**src/rtl/text_console_writer.sv**
```systemverilog
// Character-terminal writer for a COLS x ROWS text VRAM: cursor, wrap, enter, backspace, prompt, scrolling by top-row rotation.
// Optional TEXT_CONSOLE_TAB_EN: 0x09 pads with spaces to the next multiple-of-8 column.
module text_console_writer #(
  parameter int unsigned COLS        = 70,
  parameter int unsigned ROWS        = 30,
  parameter logic [7:0]  PROMPT_CHAR = 8'h3E,
  parameter int unsigned PROMPT_COL  = 2
) (
  input  logic       clk,
  input  logic       rst_n,
  input  logic [7:0] in_ascii,
  input  logic       in_valid,
  output logic       in_ready,
  output logic [6:0] wraddr_h,
  output logic [4:0] wraddr_v,
  output logic [7:0] wrdata,
  output logic       wren,
  output logic [6:0] cur_x,
  output logic [4:0] cur_y,
  output logic [4:0] top_row,
  output logic       busy
);

  localparam logic [6:0] COLS_M1 = 7'(COLS - 1);
  localparam logic [4:0] ROWS_M1 = 5'(ROWS - 1);
  localparam logic [5:0] ROWS6   = 6'(ROWS);
  localparam logic [6:0] PCOL    = 7'(PROMPT_COL);

`ifdef TEXT_CONSOLE_TAB_EN
  typedef enum logic [2:0] {S_INIT, S_IDLE, S_CLEAR, S_PROMPT, S_TAB} state_t;
`else
  typedef enum logic [2:0] {S_INIT, S_IDLE, S_CLEAR, S_PROMPT} state_t;
`endif

  state_t     state;
  logic [6:0] ix;
  logic [4:0] iy;
  logic       after_prompt;

  logic [4:0] phys_cur, phys_prev, phys_bot, y_nl, top_inc;
  logic [6:0] x_inc;
  logic       scroll, is_print, accept;

  function automatic logic [4:0] phys(input logic [4:0] top, input logic [4:0] r);
    logic [5:0] s;
    s = {1'b0, top} + {1'b0, r};
    if (s >= ROWS6) s = s - ROWS6;
    return s[4:0];
  endfunction

  always_comb begin
    phys_cur  = phys(top_row, cur_y);
    phys_prev = phys(top_row, cur_y - 5'd1);
    // In CLEAR top_row has already advanced, so this is the recycled row.
    phys_bot  = phys(top_row, ROWS_M1);
    scroll    = (cur_y == ROWS_M1);
    y_nl      = scroll ? cur_y : cur_y + 5'd1;
    top_inc   = (top_row == ROWS_M1) ? '0 : top_row + 5'd1;
    x_inc     = cur_x + 7'd1;
    is_print  = (in_ascii >= 8'h20) && (in_ascii <= 8'h7E);
    accept    = in_valid && in_ready;
  end

  always_ff @(posedge clk or negedge rst_n) begin
    if (!rst_n) begin
      state        <= S_INIT;
      ix           <= '0;
      iy           <= '0;
      after_prompt <= 1'b0;
      in_ready     <= 1'b0;
      wraddr_h     <= '0;
      wraddr_v     <= '0;
      wrdata       <= '0;
      wren         <= 1'b0;
      cur_x        <= '0;
      cur_y        <= '0;
      top_row      <= '0;
      busy         <= 1'b0;
    end else begin
      wren <= 1'b0;
      case (state)
        S_INIT: begin
          wren     <= 1'b1;
          wraddr_h <= ix;
          wraddr_v <= iy;
          wrdata   <= '0;
          cur_x    <= '0;
          cur_y    <= '0;
          top_row  <= '0;
          busy     <= 1'b1;
          in_ready <= 1'b0;
          if (ix == COLS_M1) begin
            ix <= '0;
            if (iy == ROWS_M1) begin
              iy    <= '0;
              state <= S_PROMPT;
            end else begin
              iy <= iy + 5'd1;
            end
          end else begin
            ix <= ix + 7'd1;
          end
        end

        S_PROMPT: begin
          wren     <= 1'b1;
          wraddr_h <= '0;
          wraddr_v <= phys_cur;
          wrdata   <= PROMPT_CHAR;
          cur_x    <= PCOL;
          state    <= S_IDLE;
          in_ready <= 1'b1;
          busy     <= 1'b0;
        end

        S_CLEAR: begin
          wren     <= 1'b1;
          wraddr_h <= ix;
          wraddr_v <= phys_bot;
          wrdata   <= '0;
          if (ix == COLS_M1) begin
            ix <= '0;
            if (after_prompt) begin
              state <= S_PROMPT;
            end else begin
              state    <= S_IDLE;
              in_ready <= 1'b1;
              busy     <= 1'b0;
            end
          end else begin
            ix <= ix + 7'd1;
          end
        end

`ifdef TEXT_CONSOLE_TAB_EN
        S_TAB: begin
          wren     <= 1'b1;
          wraddr_h <= cur_x;
          wraddr_v <= phys_cur;
          wrdata   <= 8'h20;
          if (cur_x == COLS_M1) begin
            cur_x <= '0;
            cur_y <= y_nl;
            if (scroll) begin
              top_row      <= top_inc;
              after_prompt <= 1'b0;
              state        <= S_CLEAR;
            end else begin
              state    <= S_IDLE;
              in_ready <= 1'b1;
              busy     <= 1'b0;
            end
          end else begin
            cur_x <= x_inc;
            if (x_inc[2:0] == 3'd0) begin
              state    <= S_IDLE;
              in_ready <= 1'b1;
              busy     <= 1'b0;
            end
          end
        end
`endif

        S_IDLE: begin
          if (accept) begin
            if (is_print) begin
              wren     <= 1'b1;
              wraddr_h <= cur_x;
              wraddr_v <= phys_cur;
              wrdata   <= in_ascii;
              if (cur_x == COLS_M1) begin
                cur_x <= '0;
                cur_y <= y_nl;
                if (scroll) begin
                  top_row      <= top_inc;
                  after_prompt <= 1'b0;
                  state        <= S_CLEAR;
                  in_ready     <= 1'b0;
                  busy         <= 1'b1;
                end
              end else begin
                cur_x <= x_inc;
              end
            end else if (in_ascii == 8'h0D) begin
              cur_x    <= '0;
              cur_y    <= y_nl;
              in_ready <= 1'b0;
              busy     <= 1'b1;
              if (scroll) begin
                top_row      <= top_inc;
                after_prompt <= 1'b1;
                state        <= S_CLEAR;
              end else begin
                state <= S_PROMPT;
              end
            end else if (in_ascii == 8'h08) begin
              if (cur_x != '0) begin
                cur_x    <= cur_x - 7'd1;
                wren     <= 1'b1;
                wraddr_h <= cur_x - 7'd1;
                wraddr_v <= phys_cur;
                wrdata   <= '0;
              end else if (cur_y != '0) begin
                cur_y    <= cur_y - 5'd1;
                cur_x    <= COLS_M1;
                wren     <= 1'b1;
                wraddr_h <= COLS_M1;
                wraddr_v <= phys_prev;
                wrdata   <= '0;
              end
`ifdef TEXT_CONSOLE_TAB_EN
            end else if (in_ascii == 8'h09) begin
              state    <= S_TAB;
              in_ready <= 1'b0;
              busy     <= 1'b1;
`endif
            end
          end
        end

        default: state <= S_INIT;
      endcase
    end
  end

endmodule
```
**config.mk**
```make
export PLATFORM = sky130hd
export DESIGN_NAME = text_console_writer
export DESIGN_NICKNAME = d
export VERILOG_FILES = /design/src/rtl/text_console_writer.sv
export SDC_FILE = /design/constraint.sdc
export NUM_CORES = 1
export LEC_CHECK = 0
export CORE_UTILIZATION = 35
export CTS_CLUSTER_DIAMETER = 200
export DETAILED_ROUTE_END_ITERATION = 8
export PLACE_DENSITY = 0.63
export SLEW_MARGIN = 20
export SYNTH_ARGS = -nofsm -noshare
export SYNTH_HDL_FRONTEND = slang
export SYNTH_SLANG_ARGS = --single-unit
```
**constraint.sdc**
```tcl
create_clock -name clk -period 3.3 [get_ports clk]
set_clock_uncertainty 0.2 [all_clocks]
set_input_delay 0.495 -clock clk [delete_from_list [all_inputs] [get_ports clk]]
set_output_delay 0.495 -clock clk [all_outputs]
set_load 0.02 [all_outputs]
```
### Yosys cells after proc, flatten, opt, wreduce, memory -nomap -nowiden

Index checks and enable logic that the tools add are counted.

* bits in registers: 56
* bits in latches: 0
* memory bits (writable): 0
* ROM bits: 0
* input bits: 11
* output and inout bits: 40
* word-level logic and storage cells: 161
* memories kept: 0

* $add $sub $neg: 13
* multiply operators: 0
* div/mod/pow operators: 0
* order comparisons: 5
* equal/unequal tests: 26
* shift operators: 0
* mux-type cells: 83
* bitwise logic cells: 0
* reduce and logical (&&, ||, !) cells: 21

Operator list (number)
* $mux W5: 24
* $mux W7: 11
* $mux W8: 6
* $pmux W7 S3: 2
* $mux W3: 8
* $pmux W8 S3: 1
* $mux W1: 23
* $pmux W5 S2: 2
* $pmux W5 S4: 1
* $ge A6 B5 Y1 const B: 3
* $eq A8 B4 Y1 const B: 2
* $ne A4 B4 Y1 const B: 4
* $add A5 B1 Y5 const B: 3
* $eq A5 B5 Y1 const B: 3
* $ne A3 B3 Y1 const B: 5
* $reduce_and A5 Y1: 3
* $sub A5 B5 Y5 const B: 3
* $add A7 B1 Y7 const B: 2
* $eq A7 B7 Y1 const B: 2
* $reduce_and A7 Y1: 2
* $add A5 B5 Y6: 2
* $pmux W3 S4: 1
* $ne A2 B2 Y1 const B: 5
* $ge A8 B6 Y1 const B: 1
* 23 further kinds: 29

### Depth between registers and ports, before layout

* word-level depth: 11
* depth in mapped cells: 12
* gate-level depth less buffers: 12

### Worst setup path before layout

Ideal clock, no wire load.

* path kind: register -> register
* from: reg cur_y[1]
* to: reg wraddr_v[4]
* library setup time: 121 ps
* data arrival time: 2786 ps
* slack: 193 ps
* stages on the path, launching flop included: 12
* path buffers: 0
* path through: dfrtp_1 -> inv_1 -> ha_1 -> inv_1 -> fa_1 -> a21o_1 -> a21oi_1 -> xor2_1 -> o21ba_2 -> o21ai_0 -> o2111ai_1 -> a22o_1

* longest elaborated chain between the ends: 11
* elaborated cells between the ends (all ways): 19
* classes of those cells: add/sub (5); order compare (2); eq/ne (1); mux (9); reduce/logical (2)

RTL lines
* from (decl): line 19 `output logic [4:0] cur_y,`
* from (signal assigned): line 173 `cur_y <= y_nl;`
* from (signal assigned): line 186 `cur_y <= y_nl;`
* from (signal assigned): line 204 `cur_y <= cur_y - 5'd1;`
* $sub A5 B1 Y5: line 53 `phys_prev = phys(top_row, cur_y - 5'd1);`
* $add A5 B5 Y6: line 46 `s = {1'b0, top} + {1'b0, r};`
* $sub A5 B5 Y5 / $ge A6 B5 Y1 (equally long branches): line 47 `if (s >= ROWS6) s = s - ROWS6;`
* $mux W5: line 47
* $mux W5: line 203 `end else if (cur_y != '0) begin`
* $mux W5: line 197 `if (cur_x != '0) begin`
* $mux W5: line 196 `end else if (in_ascii == 8'h08) begin`
* $mux W5: line 184 `end else if (in_ascii == 8'h0D) begin`
* $mux W5: line 166 `if (is_print) begin`
* $mux W5: line 165 `if (accept) begin`
* $pmux W5 S4: line 81 `case (state)`
* to (signal assigned): line 85 `wraddr_v <= iy;`
* to (signal assigned): line 169 `wraddr_v <= phys_cur;`
* to (signal assigned): line 201 `wraddr_v <= phys_cur;`
* to (decl): line 15 `output logic [4:0] wraddr_v,`

Parallel ways exist; a longest one is shown, timed or not. The select of a mux whose other input is x is not followed.
A chain may end at the register's enable or synchronous reset.

### Worst setup path in the final report

* from: reg cur_y[0]
* to: reg wraddr_v[4]

The elaborated chain is that of the path after synthesis.

==> flow_metrics.env <==
export IMPL_outcome="complete, no violations"
export IMPL_r2r_start="cur_y[0]"
export IMPL_fin_crit_ps=3130
export IMPL_synth_seq_area_share_pct=31.5
export IMPL_final_nets=630
export IMPL_synth_area_mm2=0.00436
export IMPL_drtPass1Iterations=4
export IMPL_viasPerCell=5.69
export IMPL_reg2reg_to="wraddr_v[4]"
export IMPL_dp_cells=743
export IMPL_grt_pass1_wl_um=20400
export IMPL_die_x_um=114
export IMPL_power_density_mw_per_mm2=993
export IMPL_portBuffers=50
export IMPL_crit_path_end_kind="flip-flop"
export IMPL_netlist_instances=525
export IMPL_ys_flop_type="dfrtp_1"
export IMPL_hp_class="flip-flop to flip-flop"
export IMPL_cts_setup_buffers=0
export IMPL_synth_avg_cell_area_um2=8.31
export IMPL_cts_sinks=55
export IMPL_start_kind="flip-flop"
export IMPL_tritoncts="yes"
export IMPL_rsz0062_at_grt="false"
export IMPL_clkTransAtPathRegs_ps=80
export IMPL_htreeDepth=2
export IMPL_fin_area_mm2=0.00535
export IMPL_max_freq_mhz=319
export IMPL_clock_latency_ps=300
export IMPL_fill_cells=1208
export IMPL_area_growth_pct=22.6
export IMPL_dp_hpwl_um=8910
export IMPL_avgRoutedWirePerCell_um=16.2
export IMPL_tightest_slew_ps=696
export IMPL_leakagePower_uw=0.00230
export IMPL_synth_edf_count=0
export IMPL_vias=4278
export IMPL_wirelength_um=12200
export IMPL_hold_depth=2
export IMPL_grtUsageTotal_pct=19.5
export IMPL_setup_viol=0
export IMPL_die_h_um=114
export IMPL_finalMaxSlewViolations=0
export IMPL_use_met2_pct=32.2
export IMPL_met3_usage_pct=2.07
export IMPL_cts_buffers_inserted=5
export IMPL_finalHoldViolCount=0
export IMPL_n_antenna_cell=0
export IMPL_fp_row_count=40
export IMPL_relSlewSlack_pct=53.3
export IMPL_power_uw=5310
export IMPL_reg2reg_depth=11
export IMPL_vdd_drop_max_v=0.000567
export IMPL_grt_max_degree=40
export IMPL_use_met1_pct=26.6
export IMPL_ys_types=70
export IMPL_hold_path_startpoint="wraddr_h[0]"
export IMPL_antenna_found_initial=0
export IMPL_floorplan_initialDensity_pct=36.2
export IMPL_layout_commonest_cell="nand2_1"
export IMPL_arrival_ps=3130
export IMPL_postPlaceCellArea_mm2=0.00518
export IMPL_grt_pass1_vias=4120
export IMPL_post_route_drc_count=0
export IMPL_drt_iter0_drc=385
export IMPL_setup_tns_ps=0
export IMPL_coreArea_mm2=0.0121
export IMPL_required_ps=3290
export IMPL_place_gp_congestion=0.914
export IMPL_final_cell_mix="nand2_1 (59), dfrtp_1 (55), clkdlybuf4s50_1 (49)"
export IMPL_grt_busiest_layer="met2"
export IMPL_cts_max_path_buffers=2
export IMPL_worst_r2r_setup_slack_ps=170
export IMPL_min_to="wraddr_h[0]"
export IMPL_synth_nets=572
export IMPL_ant_nets=0
export IMPL_overflow=0
export IMPL_ys_warn_count=0
export IMPL_crit_type="flip-flop to flip-flop"
export IMPL_drive_gt1_share_pct=9.76
export IMPL_root_buffer="clkbuf_16"
export IMPL_die_area_mm2=0.0129
export IMPL_async_reset_ff_share_pct=100
export IMPL_worstPathMaxFanout=5
export IMPL_drv_cap=0
export IMPL_period_share_pct=95.0
export IMPL_ys_ff_latch=55
export IMPL_io_pins=51
export IMPL_final_cells=752
==> what timing repair did <==
action / in CTS / in global routing
resized for setup: 0 / 1
hold buffers: 1 / 0
endpoints found under the setup margin: 0 / 2
endpoints found under the hold margin: 16 / 0
==> synth_stat cells, types with 3 or more instances <==
cell type,instances,area [um^2]
nand2b_1,5,31.3
a22oi_1,8,60.1
or2_2,5,31.3
nand2_1,59,221
o22ai_1,5,31.3
clkbuf_1,25,93.8
o31ai_1,20,150
o21ai_0,45,225
a211oi_1,5,37.5
nor4_1,3,18.8
a21o_1,9,67.6
mux2_2,4,45.0
o21bai_1,4,30.0
o221ai_1,3,26.3
a31oi_1,11,68.8
nor2b_1,4,25.0
nand3_1,12,60.1
inv_1,23,86.3
mux2i_1,6,60.1
o21ai_1,9,45.0
and2_1,6,37.5
ha_1,34,425
dfrtp_1,55,1380
nor2_1,35,131
a22o_1,4,35.0
nand4_1,8,50.1
and3_1,10,62.6
a41oi_1,3,26.3
xnor2_1,7,61.3
xor2_1,9,78.8
a21oi_1,23,115
nor3_1,15,75.1
==> worst max-delay path by stage <==
| stage | endpoint | slack (ps) | from |
|---|---|---|---|
| floorplan | wraddr_v[4] | 190 | cur_y[1] |
| global placement | top_row[4] | 100 | in_ascii[3] |
| detailed placement | top_row[4] | 30 | in_ascii[3] |
| CTS | wraddr_v[4] | 180 | cur_y[0] |
| global route | wraddr_v[4] | 2 | cur_y[0] |
| finish | wraddr_v[4] | 170 | cur_y[0] |
==> where the power goes <==
part	leakage, uW	switching [uW]	total (uW)	internal (uW)
registers	0.000716	289	1190	901
clock network	0.0000731	261	565	304
logic	0.00151	2040	3560	1520
==> logic make-up after synthesis <==
group,count (synthesis),synth area share [%]
AO/OA/AOI/OAI,177,26.9
XOR/XNOR,16,3.21
adder cells (fa/ha/maj),36,10.7
buffers and inverters,50,4.36
flip-flops,55,31.5
multiplexers,10,2.41
AND/OR/NAND/NOR,181,20.9
==> per-layer routing <==
layer  share of wire [%]  vias to the layer above
li1                    -                     2052
met1                  46                     2082
met2                  47                      128
met3                 4.5                       16
met4                 2.0                        0
met5                   0                        -
==> registers in the layout, summed over array words and instances, names as in the netlist <==
signal / flops
after_prompt: 1
wraddr_v: 5
wren: 1
cur_y: 5
wraddr_h: 7
ix: 7
iy: 5
state: 2
cur_x: 7
top_row: 5
wrdata: 8
busy: 1
in_ready: 1
==> layout make-up <==
type / instances / area, um^2 / share of cell area [%]
tap: 168 / 210 / 3.93
timing repair buffer: 78 / 721 / 13.5
sequential: 55 / 1380 / 25.7
inverter: 23 / 86.3 / 1.61
multi-input combinational: 420 / 2800 / 52.4
clock buffer: 6 / 139 / 2.60
clock inverter: 2 / 16.3 / 0.304
==> critical path: stages, from the launching register on <==
cell       delay, ps
dfrtp_1          370
inv_1             80
ha_1             360
inv_1             90
fa_1             430
a21o_1           170
a21oi_1          240
xor2_1           290
o21ba_2          210
o21ai_0          210
o2111ai_1        170
a22o_1           200
==> per-stage QoR <==
stage	hold WS (ps)	setup WS, ps	util [%]
6_report	283	166	44.3
5_1_grt	307	1.54	44.3
4_1_cts	289	179	44.3
3_5_place_dp	247	30.8	42.9
3_3_place_gp	240	102	42.9
2_1_floorplan	-0.591	193	-
Power figures use the tool's default switching activity.
